===== config.mk =====
export PLATFORM = sky130hd
export DESIGN_NAME = gray_counter
export DESIGN_NICKNAME = d
export VERILOG_FILES = /design/src/rtl/gray_counter.sv
export SDC_FILE = /design/constraint.sdc
export NUM_CORES = 1
export LEC_CHECK = 0
export CAP_MARGIN = 5
export CORE_AREA = 2 2 39 41
export DETAILED_ROUTE_END_ITERATION = 12
export DIE_AREA = 0 0 41 43
export PLACE_DENSITY = 0.75
export SLEW_MARGIN = 20
export SYNTH_ARGS = -nofsm -noshare
export SYNTH_HDL_FRONTEND = slang
export SYNTH_SLANG_ARGS = --single-unit

===== constraint.sdc =====
create_clock -name clk_i -period 3.05 [get_ports clk_i]
set_clock_uncertainty 0.2 [all_clocks]
set_input_delay 0.61 -clock clk_i [delete_from_list [all_inputs] [get_ports clk_i]]
set_output_delay 0.61 -clock clk_i [all_outputs]
set_load 0.01 [all_outputs]

===== src/rtl/gray_counter.sv =====
// Parametrised up/down counter that presents its state as registered binary and Gray code.
// Binary, Gray and the terminal-count pulse all come from one next-state, so they never skew.
module gray_counter #(
  parameter int unsigned WIDTH     = 4,
  parameter logic [31:0] RESET_VAL = 32'd0,
  parameter int unsigned WRAP_MODE = 1
) (
  input  logic             clk_i,
  input  logic             rst_i,
  input  logic             en_i,
  input  logic             up_dn_i,
  input  logic             load_i,
  input  logic [WIDTH-1:0] load_bin_i,
  output logic [WIDTH-1:0] binary_o,
  output logic [WIDTH-1:0] gray_o,
  output logic             term_o
);

  localparam logic [WIDTH-1:0] MaxVal   = {WIDTH{1'b1}};
  localparam logic [WIDTH-1:0] MinVal   = '0;
  localparam logic [WIDTH-1:0] RstBin   = RESET_VAL[WIDTH-1:0];
  localparam logic [WIDTH-1:0] RstGray  = RstBin ^ (RstBin >> 1);
  localparam bit               WrapOn   = (WRAP_MODE != 0);

  logic [WIDTH-1:0] bin_q, bin_d;
  logic [WIDTH-1:0] gray_q, gray_d;
  logic             term_q, term_d;

  // Load beats count; at a terminal count the step either wraps or holds, and flags term.
  always_comb begin
    bin_d  = bin_q;
    term_d = 1'b0;
    if (load_i) begin
      bin_d = load_bin_i;
    end else if (en_i) begin
      if (up_dn_i) begin
        if (bin_q == MaxVal) begin
          term_d = 1'b1;
          bin_d  = WrapOn ? MinVal : bin_q;
        end else begin
          bin_d = bin_q + WIDTH'(1);
        end
      end else begin
        if (bin_q == MinVal) begin
          term_d = 1'b1;
          bin_d  = WrapOn ? MaxVal : bin_q;
        end else begin
          bin_d = bin_q - WIDTH'(1);
        end
      end
    end
    gray_d = bin_d ^ (bin_d >> 1);
  end

  always_ff @(posedge clk_i) begin
    if (rst_i) begin
      bin_q  <= RstBin;
      gray_q <= RstGray;
      term_q <= 1'b0;
    end else begin
      bin_q  <= bin_d;
      gray_q <= gray_d;
      term_q <= term_d;
    end
  end

  assign binary_o = bin_q;
  assign gray_o   = gray_q;
  assign term_o   = term_q;

endmodule


Yosys cells after proc, flatten, opt, wreduce, memory -nomap -nowiden

Cells that the tools add are included.

Input bits: 9
Bits in registers: 9
Word-level logic and storage cells: 18
Output and inout port bits: 9

Reduce and logical (&&, ||, !) cells: 2
Bitwise logic cells: 2
Multiplexer cells: 8
Eq/ne operators: 1
Add/subtract/negate cells: 2

Operator list:

| kind                                                               | number |
|---|---|
| 4-bit two-way mux                                                  | 5 |
| 4-bit by 1-bit adder with 4-bit output, second input constant      | 1 |
| 4-bit == test, second input constant                               | 1 |
| 4-bit zero test                                                    | 1 |
| 4-bit by 1-bit subtractor with 4-bit output, second input constant | 1 |
| 4-bit by 3-bit XOR with 4-bit output                               | 1 |
| 1-bit two-way mux                                                  | 3 |
| 3-bit OR reduction                                                 | 1 |
| 1-bit NOT                                                          | 1 |

Depth between registers and ports, before layout

Gate-level depths: netlist of the first run.

Depth after elaboration: 6
Gate-level depth with buffers: 7
Gate-level depth less buffers: 7

Least setup slack after synthesis of the first run

No wires, ideal clock.

Path kind: register -> register
Start: register bin_q[0] (netlist: binary_o[0])
End: register gray_q[2] (netlist: gray_o[2])
Library setup time: 121 ps
Cell stages (with the launch flop): 8
Period minus slack after synthesis: 2026 ps
Path buffers: 0
Slack: 1024 ps
Data required time: 2729 ps
Arrival time: 1706 ps
Cells stage by stage: dfxtp_1 > inv_2 > ha_1 > mux2_4 > a211o_1 > nand3_1 > nor2_1 > mux2_2

Longest elaborated chain between the ends: 6
Elaborated cells on any way between the ends: 10
Those cells by class: 2 x add/sub; 1 x eq/ne; 5 x mux; 1 x bitwise; 1 x reduce/logical

Ends and longest elaborated chain:

| element                                                                   | line   | text |
|---|---|---|
| start: declaration                                                        | 25     | `logic [WIDTH-1:0] bin_q, bin_d;` |
| start signal: assignment                                                  | 57     | `bin_q <= RstBin;` |
| start signal: assignment                                                  | 61     | `bin_q <= bin_d;` |
| 4-bit by 1-bit subtractor with 4-bit output, or another cell as far along | 48     | `bin_d = bin_q - WIDTH'(1);` |
| 4-bit two-way mux, on equally long branches                               | 44, 37 |  |
| 4-bit two-way mux *                                                       | 36     | `if (up_dn_i) begin` |
| 4-bit two-way mux *                                                       | 35     | `end else if (en_i) begin` |
| 4-bit two-way mux *                                                       | 33     | `if (load_i) begin` |
| 4-bit by 3-bit XOR with 4-bit output *                                    | 52     | `gray_d = bin_d ^ (bin_d >> 1);` |
| end signal: assignment                                                    | 58     | `gray_q <= RstGray;` |
| end signal: assignment                                                    | 62     | `gray_q <= gray_d;` |
| end: declaration                                                          | 26     | `logic [WIDTH-1:0] gray_q, gray_d;` |

Every way passes the cells marked *; elsewhere a longest branch is shown, timed or not.
A chain may end at the register's enable or synchronous reset.

Worst setup path in the final report of the first run

Start: input up_dn_i
End: register gray_q[2] (netlist: gray_o[2])

Longest elaborated chain between the ends: 4

Ends and longest elaborated chain:

| element                              | line | text |
|---|---|---|
| start: declaration                   | 11   | `input logic up_dn_i,` |
| 4-bit two-way mux                    | 36   |  |
| 4-bit two-way mux                    | 35   |  |
| 4-bit two-way mux                    | 33   |  |
| 4-bit by 3-bit XOR with 4-bit output | 52   |  |

No other way between the ends.

==> results of run 1 <==
## Yosys cell counts (all sizes together)
library cell	n	area share, %
a211o	1	1.8
a21oi	4	4.1
a31oi	3	3.9
a41oi	1	1.8
buf	3	4.9
clkbuf	1	0.77
dfxtp	8	33
ha	2	5.2
inv	4	3.1
mux2	2	5.4
mux2i	2	4.1
nand2	1	0.77
nand2b	2	2.6
nand3	2	2.1
nand4	1	1.3
nor2	9	7.0
nor3	2	2.1
nor3b	1	1.5
o21ai	2	2.1
o311a	1	2.1
o31a	1	1.8
o31ai	1	1.5
or3b	1	1.8
xnor2	1	1.8
xor2	2	3.6
## metal layers
metal	GRT usage, %	share of wire (%)	vias up
li1	-	-	239
met1	20.1	43	236
met2	19.7	45	20
met3	6.28	7.3	4
met4	12.0	3.5	0
met5	0	0	-
## through the flow
step | setup WS [ns] | area, µm² | util [%] | power [µW]
4_1_cts | 0.695 | 671 | 48.5 | 303
3_3_place_gp | 0.442 | 648 | 46.8 | 217
5_1_grt | 0.624 | 671 | 48.5 | 319
6_report | 0.691 | 671 | 48.5 | 300
2_1_floorplan | 1.02 | 485 | - | 180
3_5_place_dp | 0.415 | 648 | 46.8 | 218
## kinds of logic (layout without fill, tap and decap cells)
group / Yosys count / count (layout) / synth area share [%]
mux: 4 / 4 / 9.54
flops: 8 / 8 / 33.0
buf+inv: 8 / 24 / 8.76
simple gates: 19 / 19 / 19.1
compound gates: 14 / 14 / 19.1
fa+ha+maj: 2 / 2 / 5.15
xor+xnor: 3 / 3 / 5.41
## power by group through the flow
stage	logic [µW]	registers, µW	clock network, µW
4_1_cts	91.4	124	87.1
5_1_grt	99.5	126	93.7
6_report	91.2	124	84.7
3_3_place_gp	90.9	126	0
2_1_floorplan	49.7	130	0
3_5_place_dp	91.1	127	0
## worst max-delay path by stage
stage,startpoint,endpoint,slack [ns],cells past startpoint
after floorplan,binary_o[0],gray_o[2],1.02,7
after global placement,up_dn_i,gray_o[2],0.44,6
after detailed placement,up_dn_i,gray_o[2],0.41,6
after CTS,up_dn_i,gray_o[2],0.70,6
after global routing,up_dn_i,gray_o[2],0.62,6
final,up_dn_i,gray_o[2],0.69,6
## flip-flops by register name, indices dropped and copies added, names as in the netlist
name,flops
binary_o,4
gray_o,3
term_o,1
## area by class of cell
type	count	area share (%)
multi-input cells	42	42.2
repair buffers	17	25.4
flip-flops and latches	8	23.9
clock buffers	3	3.36
well taps	16	2.99
inverters	4	2.24
## critical path, delay by kind of cell
family / cells / cell delay (ns)
buf+inv: 1 / 0.62
mux: 2 / 0.59
compound gates: 1 / 0.31
simple gates: 2 / 0.18
## layout by cell type (no fill, tap or decap), types with 3 or more instances in the layout
cell             synthesis  final
a21oi_1                  4      4
nor2_1                   9      9
a31oi_1                  3      3
dfxtp_1                  8      8
clkdlybuf4s50_1          0     17
clkbuf_4                 0      3
==> metrics.txt, run 1 <==
r2r setup slk 0.92 ns; hold_sp binary_o[2]; mean number of vias per cell 5.54; Sw Share 29.6%; CTS Buffer Depth 2; RSZ-0062 raised after global routing no; Hold Slack 0.474 ns; DR WL/cell 12.0 µm; Hold Path Class reg -> reg; H-tree depth 1; num ports 18; vias in the first global route 401; Final Setup Violations 0; Setup TNS 0 ns; IO buf count 17; All-Layer GR Usage 15.6%; Setup Buffers After CTS 0; Num CTS Buffers 3; number of DRC markers in iteration 0 8; Crit. End Element flop; Rows 14; CTS tree yes; Critical Path Max Stage Delay 0.62 ns; syn nets 69; Crit Path Class in -> reg; final std cells w/o fill 90; RePlAce Congestion 0.818; Final Critical Period 2.36 ns; worst reg2reg path startpoint binary_o[0]; YS warnings 0; Comb power frac 30.4%; Yosys cell types 29; Synth-to-Final Area Change 38.1%; max_slew headroom 74.3%; startpoint type of the worst setup path input pin; diode count 0; pwr dens 447 nW/µm²; Mapped Cells 58; P_int 211 µW; Mapped Area 485 µm²; pin count of the biggest net entering global routing 11; maximum clock rate 0.424 GHz; Sw Pwr 88.8 µW; first-pass GRT wire length 1790 µm; clk root buf clkbuf_4; Clk pin slew, worst setup/hold paths 0.05 ns; Die Width 41 µm; Routed Antenna Nets 0; reg2reg end gray_o[2]; post-synthesis sequential element count 8; NumNets Final 87; clk sinks 8; die extent in y 43 µm; max_cap viols 0; initial antenna violation count 0; Remaining DRCs 0; Final Max Slew Viols 0; synthesized area per cell 8.37 µm²; share of cells above drive strength 1 10.8%; crit-path cells clkdlybuf4s50_1 -> mux2_4 -> a211o_1 -> nand3_1 -> nor2_1 -> mux2_2; post-CTS sizing 0; Arrival @ worst endpoint 2.31 ns; Final Hold Fails 0; period utilization 77.3%; Reg area 160 µm²; CP Data Required Time 3.00 ns; Placed Instances 87; Fillers 147; VDD IR max 0.200 mV; final WL 1080 µm; Core ar. 1380 µm²; Initial Util 35.1%; Clock Power Share 28.2%; Least-Margin Pin Slew 0.375 ns; largest fanout on the critical path 7; vias 499; DIE AREA 1760 µm²; Static Leak 0.000265 µW; Post-CTS Hold Buffers 0; gr ovfl total 0; WHS Endpoint term_o; sequential share of power 41.4%; CP max stage cell clkdlybuf4s50_1; dpl hpwl 813 µm; WHS Path Cells 2; drt first pass iters 4; Skew-Pair Late Insertion Delay 0.26 ns; cells on worst reg2reg path 7; sequential element share of the synthesized area 33.0%; outcome completed; area of the multi-input gates 283 µm²
(Power assumes the default switching activity.)
==> run 2: changes to the inputs <==
--- a/config.mk
+++ b/config.mk
@@ -6,10 +6,10 @@
 export NUM_CORES = 1
 export LEC_CHECK = 0
 export CAP_MARGIN = 5
-export CORE_AREA = 2 2 39 41
+export CORE_MARGIN = 2
+export CORE_UTILIZATION = 37
 export DETAILED_ROUTE_END_ITERATION = 12
-export DIE_AREA = 0 0 41 43
-export PLACE_DENSITY = 0.75
+export PLACE_DENSITY = 0.78
 export SLEW_MARGIN = 20
 export SYNTH_ARGS = -nofsm -noshare
 export SYNTH_HDL_FRONTEND = slang
==> constraint.sdc (replaced) <==
create_clock -name clk_i -period 1.9 [get_ports clk_i]
set_clock_uncertainty 0.2 [all_clocks]
set_input_delay 0.38 -clock clk_i [delete_from_list [all_inputs] [get_ports clk_i]]
set_output_delay 0.38 -clock clk_i [all_outputs]
set_load 0.01 [all_outputs]
==> metrics.txt, run 2 (synthesis gave the netlist of run 1 again) <==
outcome completed; All-Layer GR Usage 18.4% (+2.8 points); Hold Path Class reg -> reg; number of DRC markers in iteration 0 16 (+8); dpl hpwl 954 µm (+17%); period utilization 98.2%; commonest non-fill, non-tap cell in the layout clkdlybuf4s50_1; area of the multi-input gates 318 µm² (+12%); die extent in y 40.2 µm (-6.5%); max_slew headroom 77.3% (+3.1 points); Rows 13 (-1); initial antenna violation count 0 (unchanged); H-tree depth 1 (unchanged); Static Leak 0.000350 µW (+32%); share of cells above drive strength 1 33.3% (+23 points); Skew-Pair Late Insertion Delay 0.26 ns (about the same); VDD IR max 0.313 mV (+56%); pwr dens 664 nW/µm² (+48%); Final Hold Fails 0 (unchanged); num ports 18 (unchanged); drt first pass iters 4 (unchanged); Die Width 40.2 µm (-1.9%); gr ovfl total 0 (unchanged); clk root buf clkbuf_4; clk sinks 8 (unchanged); diode count 0 (unchanged); Setup TNS 0 ns (unchanged); Final Critical Period 1.87 ns; total power 539 µW (+80%); Num CTS Buffers 3 (unchanged); Final Setup Violations 0 (unchanged); CTS tree yes; Crit. End Element flop; Least-Margin Pin Slew 0.338 ns (-0.0372 ns); max_cap viols 0 (unchanged); final WL 1340 µm (+24%); DIE AREA 1620 µm² (-8.2%); IO buf count 17 (unchanged); RSZ-0062 raised after global routing yes; Synth-to-Final Area Change 67.3%; pre-CTS WS -0.352 ns (-0.766 ns); Initial Util 38.3% (+3.2 points); Arrival @ worst endpoint 1.81 ns (-0.50 ns); largest fanout on the critical path 4 (-3); Reg area 170 µm² (+6.2%); CTS Buffer Depth 2 (unchanged); CP Data Required Time 1.85 ns (-1.15 ns); Clk pin slew, worst setup/hold paths 0.06 ns (about the same); post-route design area 812 µm² (+21%); first-pass GRT wire length 1970 µm (+10%); Final Max Slew Viols 0 (unchanged); most frequent cells in the layout clkdlybuf4s50_1 (15), buf_4 (12), nor2_1 (9); vias in the first global route 510 (+27%); DR WL/cell 13.1 µm (+9.5%); placed cell areas 732 µm² (+13%); Routed Antenna Nets 0 (unchanged); Core ar. 1270 µm² (-8.3%); max FFs per register 4 (unchanged); Fillers 110 (-25%); mean number of vias per cell 5.26 (-5.0%); vias 537 (+7.6%); RePlAce Congestion 0.779 (-4.8%); Final WS setup 0.0333 ns (-0.658 ns); maximum clock rate 0.536 GHz; startpoint type of the worst setup path flop; Crit Path Class reg -> reg; pin count of the biggest net entering global routing 11 (unchanged); NumNets Final 99 (+14%); Remaining DRCs 0 (unchanged)
run 2: changes by cell type in the layout (fill, tap and decap cells not counted), sizes merged:
cell and change:
clkdlybuf4s50 -2, dlygate4sd2 +1, buf +12, dlymetal6s2s +1, clkbuf +1
run 2: area by class of cell:
class / instances / area share [%]
clock buffers: 4 / 3.24
well taps: 15 / 2.31
flip-flops and latches: 8 / 21.0
repair buffers: 29 / 32.2
multi-input cells: 42 / 39.1
inverters: 4 / 2.16
run 2: power breakdown:
part	switching [µW]	total [µW]	internal (µW)
Combinational	80.7	195	114
Clock	63.6	144	80.7
Sequential	14.8	200	185
run 2: worst paths after layout:
path	start	end	slack (ns)	cells after the start
max	binary_o[0]	gray_o[2]	0.03	7
min	binary_o[2]	term_o	0.43	2
max reg2reg	binary_o[0]	gray_o[2]	0.03	7
min reg2reg	binary_o[2]	term_o	0.43	2
run 2: routing by layer:
| metal | routed length (µm) | vias to the layer above | GRT usage [%] |
|---|---|---|---|
| met5 | 0 | - | 0 |
| met4 | 10 | 0 | 8.33 |
| met3 | 92 | 2 | 3.89 |
| met2 | 691 | 28 | 33.9 |
| met1 | 541 | 245 | 19.7 |
| li1 | - | 262 | - |
run 2: metrics by stage:
stage | util (%) | cells | hold slack, ns
finish | 64.0 | 102 | 0.427
global route | 64.0 | 102 | 0.449
CTS | 60.0 | 100 | 0.459
detailed placement | 57.7 | 96 | 0.449
global placement | 57.7 | 96 | 0.450
floorplan | - | 58 | 0.368
run 2: critical path, stage by stage (launching register included):
cell and delay (ns):
dfxtp_4 0.38, inv_4 0.04, ha_4 0.15, mux2_4 0.27, a211o_1 0.32, nand3_2 0.08, nor2_1 0.04, mux2_4 0.27
run 2: timing repair:
item                                    in CTS  in global routing
hold buffers                                 0                  0
gates resized for setup                      3                 10
gates cloned                                 0                  0
endpoints found under the setup margin       3                  2
pin swaps                                    1                  5
buffers inserted                             0                  2
